## config.mk

```make
export PLATFORM = sky130hd
export DESIGN_NAME = inst_rom_arbiter
export DESIGN_NICKNAME = d
export VERILOG_FILES = /design/src/rtl/inst_rom_arbiter.sv
export SDC_FILE = /design/constraint.sdc
export NUM_CORES = 1
export LEC_CHECK = 0
export BUFFER_PORTS_ARGS = -buffer_cell sky130_fd_sc_hd__clkbuf_2
export CORE_AREA = 2 2 107 109
export CTS_BUF_LIST = sky130_fd_sc_hd__clkbuf_4 sky130_fd_sc_hd__clkbuf_8
export CTS_CLUSTER_DIAMETER = 40
export CTS_CLUSTER_SIZE = 12
export DETAILED_ROUTE_END_ITERATION = 10
export DIE_AREA = 0 0 109 111
export HOLD_SLACK_MARGIN = 0.05
export PLACE_DENSITY = 0.57
export SETUP_SLACK_MARGIN = 0.1
export SYNTH_ARGS = -nofsm -noshare
export SYNTH_HDL_FRONTEND = slang
export SYNTH_SLANG_ARGS = --single-unit
```

## constraint.sdc

```tcl
create_clock -name clock -period 10.9 [get_ports clock]
set_input_delay 2.18 -clock clock [delete_from_list [all_inputs] [get_ports clock]]
set_output_delay 2.18 -clock clock [all_outputs]
set_load 0.005 [all_outputs]
```

## src/rtl/inst_rom_arbiter.sv

```systemverilog
// rtl/inst_rom_arbiter.sv - two-port arbiter for the instruction ROM read port
//
// Shares one combinational ROM read port between the fetch unit (f) and a
// debug/readback unit (d). Fetch has fixed priority, a starvation counter
// bounds how long debug can be denied, and d_lock lets debug keep ownership
// across a multi-word burst. Read data is registered and returned one cycle
// after acceptance, together with an error flag.
//
// Ports:
//   clock, reset             rising-edge clock, asynchronous active-high reset
//   f_req, f_addr            fetch request and byte address
//   f_ready                  fetch accepted this cycle (combinational)
//   f_valid, f_data, f_err   fetch response (registered, one-cycle valid)
//   d_req, d_addr, d_lock    debug request, byte address, burst lock
//   d_ready                  debug accepted this cycle (combinational)
//   d_valid, d_data, d_err   debug response (registered, one-cycle valid)
//   rom_addr, rom_data       ROM read port (address out, data in)
//   locked                   arbiter is in the debug-locked state
module inst_rom_arbiter #(
  parameter int ADDR_WIDTH   = 5,
  parameter int STARVE_LIMIT = 3
) (
  input  logic        clock,
  input  logic        reset,
  input  logic        f_req,
  input  logic [31:0] f_addr,
  output logic        f_ready,
  output logic        f_valid,
  output logic [31:0] f_data,
  output logic        f_err,
  input  logic        d_req,
  input  logic [31:0] d_addr,
  input  logic        d_lock,
  output logic        d_ready,
  output logic        d_valid,
  output logic [31:0] d_data,
  output logic        d_err,
  output logic [31:0] rom_addr,
  input  logic [31:0] rom_data,
  output logic        locked
);

  typedef enum logic {
    NORMAL = 1'b0,
    LOCKED = 1'b1
  } state_t;

  localparam logic [3:0] LIMIT = 4'(STARVE_LIMIT);

  state_t      state, state_next;
  logic [3:0]  wait_cnt, wait_next;
  logic        grant_f, grant_d;
  logic        sel_err;

  // Misaligned, or beyond the last ROM word.
  function automatic logic addr_err(input logic [31:0] a);
    return (a[1:0] != 2'b00) || ((a >> (ADDR_WIDTH + 2)) != 32'd0);
  endfunction

  always_ff @(posedge clock or posedge reset) begin
    if (reset) begin
      state    <= NORMAL;
      wait_cnt <= 4'd0;
    end else begin
      state    <= state_next;
      wait_cnt <= wait_next;
    end
  end

  always_comb begin
    grant_f    = 1'b0;
    grant_d    = 1'b0;
    state_next = state;
    wait_next  = wait_cnt;
    if (!reset) begin
      case (state)
        NORMAL: begin
          grant_d = d_req && (!f_req || (wait_cnt == LIMIT));
          grant_f = f_req && !grant_d;
          if (grant_d && d_lock) begin
            state_next = LOCKED;
          end
          if (!d_req || grant_d) begin
            wait_next = 4'd0;
          end else if (wait_cnt < LIMIT) begin
            wait_next = wait_cnt + 4'd1;
          end
        end
        LOCKED: begin
          // Debug owns the port; releasing the lock takes effect at this edge,
          // so a debug grant here is the last word of the burst.
          grant_d = d_req;
          if (!d_lock) begin
            state_next = NORMAL;
          end
        end
        default: state_next = NORMAL;
      endcase
    end
  end

  assign f_ready  = grant_f;
  assign d_ready  = grant_d;
  assign rom_addr = grant_f ? f_addr : (grant_d ? d_addr : 32'd0);
  assign sel_err  = addr_err(rom_addr);
  assign locked   = (state == LOCKED);

  always_ff @(posedge clock or posedge reset) begin
    if (reset) begin
      f_valid <= 1'b0;
      f_data  <= 32'd0;
      f_err   <= 1'b0;
      d_valid <= 1'b0;
      d_data  <= 32'd0;
      d_err   <= 1'b0;
    end else begin
      f_valid <= grant_f;
      d_valid <= grant_d;
      if (grant_f) begin
        f_data <= sel_err ? 32'd0 : rom_data;
        f_err  <= sel_err;
      end
      if (grant_d) begin
        d_data <= sel_err ? 32'd0 : rom_data;
        d_err  <= sel_err;
      end
    end
  end

endmodule

```

# Word-level counts from Yosys, hierarchy flattened
# Cells that the tools add are included.
[totals] reg_bits=73 latch_bits=0 ram_bits=0 romBits=0 inputBits=101 output_inout_bits=103 word_cells=38 memories=0
[op_classes] n_addsub=1 n_mul=0 n_div=0 magnitude_cmp=1 eq_ne=1 shifts=0 muxes=12 n_bitwise=2 n_reduce_logical=13
[op_table] operator="$mux 32" count=3
[op_table] operator="$reduce_bool 32->1" count=1
[op_table] operator="$mux 4" count=2
[op_table] operator="$mux 1" count=5
[op_table] operator="$add 4x1->4 const B" count=1
[op_table] operator="$eq 4x2->1 const B" count=1
[op_table] operator="$lt 4x2->1 const B" count=1
[op_table] operator="$pmux 1 s2" count=2
[op_table] operator="$reduce_bool 2->1" count=2
[op_table] operator="$logic_and 1x1->1" count=3
[op_table] operator="$logic_not 1->1" count=3
[op_table] operator="$logic_or 1x1->1" count=3
[op_table] operator="$reduce_and 3->1" count=1
[op_table] operator="$not 1->1" count=2

# Longest topological paths before layout
# Gate-level depths: netlist of run 1.
[depth] word_depth=11 depth_mapped=8 mapped_depth_nobuf=7

# Worst setup path after synthesis of run 1
# OpenSTA, ideal clock, no wires.
[synth_timing] path_kind="input-to-output" startpoint="input reset" endpoint="output rom_addr[14]" arrival_ps=5148 t_required_ps=8720 slack_ps=3572 path_stages=6 n_path_buf=2 cell_sequence="clkbuf_1 inv_1 nand2_1 inv_1 clkbuf_1 a22o_1"
[synth_between] word_cells_on_any_way=4 cone_classes="mux (4)"
[synth_rtl] element="start, declared" line="24" rtl="input logic reset,"
[synth_rtl] element="$mux 1" line="75" rtl="if (!reset) begin"
[synth_rtl] element="via f_ready" line="27" rtl="output logic f_ready,"
[synth_rtl] element="$mux 32" line="104" rtl="assign rom_addr = grant_f ? f_addr : (grant_d ? d_addr : 32'd0);"
[synth_rtl] element="end, declared" line="38" rtl="output logic [31:0] rom_addr,"
# The timed path passes the listed nets, and every way through them passes these cells.

# Worst setup path after layout of run 1
[layout_timing] startpoint="input reset" endpoint="output rom_addr[8]"
[layout_between] elab_chain_cells=3 word_cells_on_any_way=4 cone_classes="mux (4)"
[layout_lines] element="$mux 1" line="75"
[layout_lines] element="$mux 32" line="104"
[layout_lines] element="$mux 32 (*)" line="104"
# Every way passes the cells marked *; elsewhere a longest branch is shown, timed or not.

==> flow_metrics.py, run 1 <==
metrics = {
    "worst_setup_path": {
        "r2r-end": "d_data[10]",
        "endpoint_kind": "output port",
        "cp.required_ns": 8.72,
        "rr_worst_depth": 8,
        "crit_type": "in -> out",
        "cp-startpoint": "reset",
        "start_kind": "input pin",
        "path_max_fanout": 37,
        "r2r_start": "wait_cnt[0]",
        "crit_arrival_ns": 4.22,
        "endpoint": "rom_addr[8]",
        "rrSetupSlack_ns": 7.66,
    },
    "power": {
        "switchingPower_uw": 183,
        "p_int_uw": 480,
        "p_leak_uw": 0.00246,
        "comb_power_share": 0.206,
        "sequentialPowerShare": 0.479,
        "p_sw_frac": 0.277,
        "p_per_area_mw_per_mm2": 146,
        "peakVddDrop_mv": 0.0776,
        "power.share.clock": 0.316,
    },
    "sta": {
        "fin_setup_tns_ns": 0,
        "slew_violations": 0,
        "fmax_ghz": 0.156,
        "finalHoldViolCount": 0,
        "finalSetupViolations": 0,
        "worst_slew_pin_slew_ns": 1.03,
        "period_share": 0.587,
        "rsz0062_at_grt": "no",
        "skew_ns": 0.00779,
        "min_period_ns": 6.40,
        "relSlewSlack": 0.311,
    },
    "clock_network": {
        "clock-sinks": 73,
        "numCtsBuffers": 9,
        "clk_pin_slew_worst_paths_ns": 0.08,
        "post_cts_resized": 0,
        "post-cts-setup-buffers": 0,
        "clk_path_buf_depth": 2,
        "htree_levels": 3,
        "clockRootBuffer": "clkbuf_8",
        "cts_hold_buf": 0,
        "cts_tree": "built",
        "clock_latency_ns": 0.34,
    },
    "cells_and_area": {
        "diodes": 0,
        "fin_util": 0.409,
        "final_nets": 555,
        "seqCellArea_mm2": 0.00183,
        "final_cell_mix": "clkbuf_2 (203), dfrtp_1 (73), a22o_1 (58), a22o_2 (26), nor2_1 (21)",
        "multi_input_area_mm2": 0.00126,
        "final_common_cell": "clkbuf_2",
        "syn_to_final_growth_pct": 40.5,
        "layout-drive-gt1-share": 0.565,
        "nFillCells": 1061,
    },
    "route": {
        "drcViolationCount": 0,
        "num_vias": 3084,
        "route.met3.wl_um": 919,
        "dr_wl_met2_um": 5390,
        "drt-total-wl_um": 11000,
        "wl_per_cell_um": 18.3,
        "ant_nets": 0,
        "met1_length_um": 4420,
        "top_layer": "met4",
        "drtIter0Drc": 256,
        "firstDrtPassIters": 4,
        "viasPerCell": 5.14,
    },
    "synth": {
        "syn_inst": 254,
        "synthDistinctLibCells": 28,
        "synth.avg_cell_area_um2": 12.7,
        "synthTopCellsByArea": "dfrtp_1 (57%), a22o_1 (16%), a22o_2 (8.1%)",
        "synth_top_area_frac": 0.567,
        "syn-num-nets": 356,
        "synth_area_mm2": 0.00322,
        "ys_seq_area_frac": 0.567,
        "ys_ff_latch": 73,
        "yosys_warnings": 0,
        "synth_top_cell_by_area": "dfrtp_1",
    },
    "min_path": {
        "worstHoldPathType": "reg -> reg",
        "hold_start": "d_err",
    },
    "placed_design": {
        "gp_congestion": 0.881,
        "hpwl_um": 8150,
        "port_buffers": 203,
    },
    "grt": {
        "grt_pass1_wl_um": 16000,
        "grt_pass1_vias": 3179,
        "grt-ovfl-total": 0,
        "grt_max_degree": 41,
        "antenna_found_initial": 0,
        "gr-usage-all-layers": 0.173,
    },
    "floorplanning": {
        "core_area_mm2": 0.0111,
        "rows": 39,
        "io_pins": 204,
        "die_w_um": 109,
        "initial_core_util": 0.291,
        "chipHeight_um": 111,
        "dieArea_mm2": 0.0121,
    },
    "job": {
        "maxCapViolations": 0,
    },
    "run_status": {
        "status": "finished, final reports clean",
    },
}
==> critical path, stage by stage <==
cell	delay [ns]
clkbuf_2	0.25
inv_2	0.63
nand2_1	0.14
inv_1	0.62
a22o_1	0.26
clkbuf_2	0.12
==> state kept, by name, summed over array words and instances, names as in the netlist <==
| name | count |
|---|---|
| f_valid | 1 |
| d_data | 32 |
| d_err | 1 |
| locked | 1 |
| f_data | 32 |
| f_err | 1 |
| d_valid | 1 |
| wait_cnt | 4 |
==> cell usage after synthesis, drive strengths merged <==
| cell type | number |
|---|---|
| nor3 | 2 |
| nand4 | 1 |
| o21a | 2 |
| ha | 1 |
| nor3b | 1 |
| o21ai | 1 |
| a22oi | 13 |
| a22o | 85 |
| nand2 | 6 |
| buf | 7 |
| nor2 | 21 |
| o22a | 2 |
| inv | 3 |
| mux2 | 1 |
| dfrtp | 73 |
| nand3 | 3 |
| or4 | 1 |
| clkbuf | 13 |
| a21oi | 2 |
| nor4 | 13 |
| o41a | 1 |
| nand2b | 1 |
| a21boi | 1 |
==> cell families after synthesis <==
family	synth area share
AO/OA/AOI/OAI	0.299
multiplexers	0.00350
buffers and inverters	0.0412
adder cells (fa/ha/maj)	0.00388
AND/OR/NAND/NOR	0.0851
flip-flops	0.567
==> how the worst min path moves through the flow <==
| stage | endpoint | slack [ns] | cells after the start |
|---|---|---|---|
| 5_1_grt | d_data[22] | 0.53 | 1 |
| 2_1_floorplan | d_err | 0.49 | 2 |
| 6_report | d_err | 0.51 | 2 |
| 4_1_cts | d_err | 0.51 | 2 |
| 3_3_place_gp | d_err | 0.49 | 2 |
| 3_5_place_dp | f_data[27] | 0.49 | 1 |
==> metrics by stage <==
stage	std cells	power, µW	area (µm²)	hold WS, ns	worst slack [ns]
after floorplan	254	384	3220	0.491	3.57
after global placement	585	458	4330	0.490	4.58
after detailed placement	585	460	4330	0.491	4.50
after CTS	600	674	4530	0.513	4.50
after global routing	600	699	4530	0.526	4.31
final	600	663	4530	0.510	4.50
==> metal layers <==
layer,up-vias,global-route usage
met1,1496,0.206
met4,0,0.0684
li1,1393,-
met3,15,0.0423
met2,180,0.297
met5,-,0
==> layout make-up <==
cell class                 count  share of cell area
clock inverter                 5              0.0124
inverter                       3             0.00249
timing repair buffer         208               0.233
sequential                    73               0.404
clock buffer                  10              0.0304
tap                          143              0.0395
multi-input combinational    158               0.279
==> power groups by stage <==
stage | logic (µW) | clock network (µW) | registers (µW)
floorplan | 62.3 | 0 | 321
global placement | 136 | 0 | 322
detailed placement | 138 | 0 | 321
CTS | 138 | 218 | 318
global route | 149 | 229 | 321
finish | 136 | 209 | 317
(Power assumes the default switching activity.)
==> inputs of run 2 (changes only) <==
Settings changed: PLACE_DENSITY 0.57 to 0.59.
Clock period 10.9 ns to 5.7 ns, I/O delays scaled along.
==> flow_metrics.py, run 2 (synthesis gave the netlist of run 1 again) <==
metrics = {
    "job": {
        "maxCapViolations": 0,
    },
    "clock_network": {
        "clk_pin_slew_worst_paths_ns": 0.07,
        "clock-sinks": 73,
        "cts_hold_buf": 0,
        "htree_levels": 3,
        "numCtsBuffers": 9,
        "clk_path_buf_depth": 2,
        "cts_tree": "built",
        "clock_latency_ns": 0.34,
        "post_cts_resized": 0,
        "post-cts-setup-buffers": 0,
        "clockRootBuffer": "clkbuf_8",
    },
    "sta": {
        "rsz0062_at_grt": "no",
        "worst_slack_ns": 1.54,
        "worst_slew_pin_slew_ns": 1.04,
        "relSlewSlack": 0.302,
        "skew_ns": 0.0111,
        "period_share": 0.729,
        "fin_setup_tns_ns": 0,
        "fmax_ghz": 0.241,
        "finalHoldViolCount": 0,
        "min_period_ns": 4.16,
        "finalSetupViolations": 0,
        "whs_ns": 0.508,
        "slew_violations": 0,
    },
    "route": {
        "ant_nets": 0,
        "wl_per_cell_um": 17.0,
        "drtIter0Drc": 177,
        "drt-total-wl_um": 10200,
        "num_vias": 3044,
        "drcViolationCount": 0,
        "viasPerCell": 5.06,
        "firstDrtPassIters": 4,
    },
    "floorplanning": {
        "die_w_um": 109,
        "dieArea_mm2": 0.0121,
        "initial_core_util": 0.291,
        "io_pins": 204,
        "rows": 39,
        "core_area_mm2": 0.0111,
        "chipHeight_um": 111,
    },
    "cells_and_area": {
        "fin_util": 0.414,
        "reg_top3": "d_data: 32 flops, f_data: 32 flops, wait_cnt: 4 flops",
        "nFillCells": 1090,
        "final_nets": 555,
        "layout-drive-gt1-share": 0.566,
        "diodes": 0,
        "final_common_cell": "clkbuf_2",
        "final_cell_mix": "clkbuf_2 (203), dfrtp_1 (73), a22o_1 (58), a22o_2 (26), nor2_1 (21)",
        "syn_to_final_growth_pct": 42.5,
    },
    "power": {
        "switchingPower_uw": 347,
        "sequentialPowerShare": 0.440,
        "comb_power_share": 0.188,
        "p_int_uw": 1030,
        "peakVddDrop_mv": 0.157,
        "power.share.clock": 0.372,
        "p_leak_uw": 0.00249,
        "p_per_area_mw_per_mm2": 299,
        "p_sw_frac": 0.253,
    },
    "run_status": {
        "status": "finished, final reports clean",
    },
    "placed_design": {
        "gp_congestion": 0.868,
        "port_buffers": 203,
        "hpwl_um": 7460,
        "pre_cts_slack_ns": 1.50,
    },
    "grt": {
        "grt-ovfl-total": 0,
        "gr-usage-all-layers": 0.166,
        "antenna_found_initial": 0,
        "grt_pass1_vias": 3017,
        "grt_max_degree": 49,
        "grt_pass1_wl_um": 15600,
    },
    "worst_setup_path": {
        "path_max_fanout": 22,
        "cp.required_ns": 4.56,
        "crit_type": "in -> out",
        "crit_arrival_ns": 3.02,
        "start_kind": "input pin",
        "endpoint_kind": "output port",
    },
    "min_path": {
        "worstHoldPathType": "reg -> reg",
    },
}
## run 2: power groups by stage
stage	logic [µW]	clock network, µW	registers [µW]
finish	258	511	605
global route	286	546	613
CTS	263	526	605
detailed placement	264	0	612
global placement	260	0	613
floorplan	119	0	614
## run 2: final timing paths
path / start / endpoint / slack, ns / cells after the start
setup / recovery: f_req / rom_addr[19] / 1.54 / 7
min in group asynchronous: reset / d_err / 1.08 / 2
max in group asynchronous: reset / wait_cnt[0] / 3.59 / 3
setup reg to reg: wait_cnt[0] / f_data[24] / 2.33 / 8
hold reg to reg: d_err / d_err / 0.51 / 2
hold / removal: d_err / d_err / 0.51 / 2
## run 2: routing by layer
| metal | vias to the layer above | wire length [µm] | track usage |
|---|---|---|---|
| met5 | - | 0 | 0 |
| met4 | 0 | 120 | 0.0462 |
| met3 | 14 | 1010 | 0.0553 |
| met2 | 164 | 4940 | 0.277 |
| met1 | 1465 | 4120 | 0.204 |
| li1 | 1401 | - | - |
## run 2: per-stage QoR
stage	power, µW	std cells	area (µm²)
6_report	1370	601	4590
5_1_grt	1440	601	4590
4_1_cts	1390	601	4590
3_5_place_dp	877	585	4330
3_3_place_gp	873	585	4330
2_1_floorplan	733	254	3220
## run 2: cell type report
| type | count | area (µm²) | share of cell area |
|---|---|---|---|
| Clock inverter | 4 | 98.8 | 0.0215 |
| Clock buffer | 12 | 159 | 0.0346 |
| Sequential cell | 73 | 1830 | 0.398 |
| Multi-Input combinational cell | 158 | 1260 | 0.275 |
| Inverter | 3 | 11.3 | 0.00245 |
| Tap cell | 143 | 179 | 0.0390 |
| Timing Repair Buffer | 208 | 1050 | 0.230 |
## run 2: critical path, cell delays in order
cell and delay, ns:
clkbuf_2 0.10, nand2b_1 0.08, a21oi_2 0.58, nand2_1 0.15, inv_1 0.58, a22o_1 0.26
clkbuf_2 0.11
==> inputs of run 3 (changes only) <==
Settings changed: PLACE_DENSITY 0.59 to 0.57.
Clock period 5.7 ns to 4.1 ns, I/O delays scaled along.
==> flow_metrics.py, run 3 (synthesis gave the netlist of run 1 again) <==
metrics = {
    "run_status": {
        "status": "finished, final reports clean",
    },
    "sta": {
        "slew_violations": 0,
        "period_share": 0.844,
        "finalHoldViolCount": 0,
        "worst_slew_pin_slew_ns": 0.840,
        "skew_ns": 0.0133,
        "fmax_ghz": 0.289,
        "rsz0062_at_grt": "no",
        "fin_setup_tns_ns": 0,
        "finalSetupViolations": 0,
        "relSlewSlack": 0.439,
        "min_period_ns": 3.46,
    },
    "cells_and_area": {
        "final_common_cell": "clkbuf_2",
        "nFillCells": 1089,
        "syn_to_final_growth_pct": 43.6,
        "final_nets": 560,
        "fin_util": 0.417,
        "final_cells": 608,
        "seqCellArea_mm2": 0.00183,
        "reg_top3": "d_data: 32 flops, f_data: 32 flops, wait_cnt: 4 flops",
        "layout-drive-gt1-share": 0.575,
        "multi_input_area_mm2": 0.00127,
        "final_cell_mix": "clkbuf_2 (203), dfrtp_1 (73), a22o_1 (58), a22o_2 (26), nor2_1 (21)",
    },
    "grt": {
        "grt_pass1_wl_um": 17200,
        "gr-usage-all-layers": 0.189,
        "antenna_found_initial": 2,
        "grt_pass1_vias": 3212,
        "grt-ovfl-total": 0,
        "grt_max_degree": 47,
    },
    "worst_setup_path": {
        "crit_type": "reg -> out",
        "r2r_start": "wait_cnt[0]",
        "endpoint_kind": "output port",
        "crit_arrival_ns": 2.64,
        "r2r-end": "d_data[12]",
        "start_kind": "flip-flop",
        "endpoint": "rom_addr[4]",
        "cp.required_ns": 3.28,
        "path_max_fanout": 16,
        "rr_worst_depth": 8,
        "cp-startpoint": "wait_cnt[0]",
        "rrSetupSlack_ns": 1.55,
    },
    "floorplanning": {
        "core_area_mm2": 0.0111,
        "io_pins": 204,
        "rows": 39,
        "chipHeight_um": 111,
        "dieArea_mm2": 0.0121,
        "die_w_um": 109,
        "initial_core_util": 0.291,
    },
    "min_path": {
        "worstHoldPathType": "reg -> reg",
        "hold_start": "f_data[13]",
    },
    "route": {
        "viasPerCell": 5.18,
        "wl_per_cell_um": 18.9,
        "firstDrtPassIters": 4,
        "drt-total-wl_um": 11500,
        "drcViolationCount": 0,
        "drtIter0Drc": 198,
        "num_vias": 3152,
        "ant_nets": 0,
    },
    "clock_network": {
        "clk_path_buf_depth": 2,
        "post-cts-setup-buffers": 0,
        "cts_tree": "built",
        "numCtsBuffers": 9,
        "post_cts_resized": 0,
        "htree_levels": 3,
        "clock_latency_ns": 0.35,
        "clockRootBuffer": "clkbuf_8",
        "clk_pin_slew_worst_paths_ns": 0.08,
        "cts_hold_buf": 0,
        "clock-sinks": 73,
    },
    "placed_design": {
        "gp_congestion": 0.771,
        "place_inst": 590,
        "hpwl_um": 8590,
        "port_buffers": 203,
    },
    "power": {
        "p_per_area_mw_per_mm2": 404,
        "peakVddDrop_mv": 0.186,
        "p_leak_uw": 0.00251,
    },
    "job": {
        "maxCapViolations": 0,
    },
}
## run 3: worst max-delay path: stages, from the launching register on
cell	delay [ns]
dfrtp_1	0.38
ha_1	0.17
nor3b_2	0.30
o21a_1	0.53
nand2_2	0.10
inv_1	0.22
buf_4	0.29
a22o_1	0.18
clkbuf_2	0.11
## run 3: worst min-delay path by stage
| stage | to | slack (ns) | cells past startpoint |
|---|---|---|---|
| global placement | d_err | 0.48 | 2 |
| CTS | f_data[29] | 0.51 | 1 |
| floorplan | d_err | 0.49 | 2 |
| finish | f_data[13] | 0.51 | 1 |
| detailed placement | f_data[15] | 0.49 | 1 |
| global route | f_data[29] | 0.52 | 1 |
## run 3: final cells by class
class,instances,area share
multi-input cells,158,0.275
inverters,3,0.00325
diodes,2,0.00108
clock inverters,5,0.0184
well taps,143,0.0387
clock buffers,11,0.0327
repair buffers,213,0.236
flip-flops and latches,73,0.395
## run 3: where the power goes
| group | leakage, µW | internal (µW) | total, µW | switching, µW |
|---|---|---|---|---|
| Combinational | 0.00140 | 191 | 373 | 183 |
| Clock | 0.000116 | 379 | 656 | 277 |
| Sequential | 0.000986 | 795 | 840 | 45.5 |
## run 3: layer usage
metal / global-route usage / part of all wire
met1: 0.239 / 0.44
met2: 0.301 / 0.46
met3: 0.0629 / 0.086
met4: 0.0650 / 0.015
met5: 0 / 0
## run 3: per-stage QoR
stage	total power [µW]	cell area [µm²]	setup WS (ns)	hold WS, ns
after global placement	1230	4380	0.906	0.481
after floorplan	1020	3230	0.130	0.491
final	1870	4620	0.640	0.508
after detailed placement	1230	4380	0.820	0.490
after global routing	1970	4620	0.445	0.520
after CTS	1900	4620	0.609	0.513
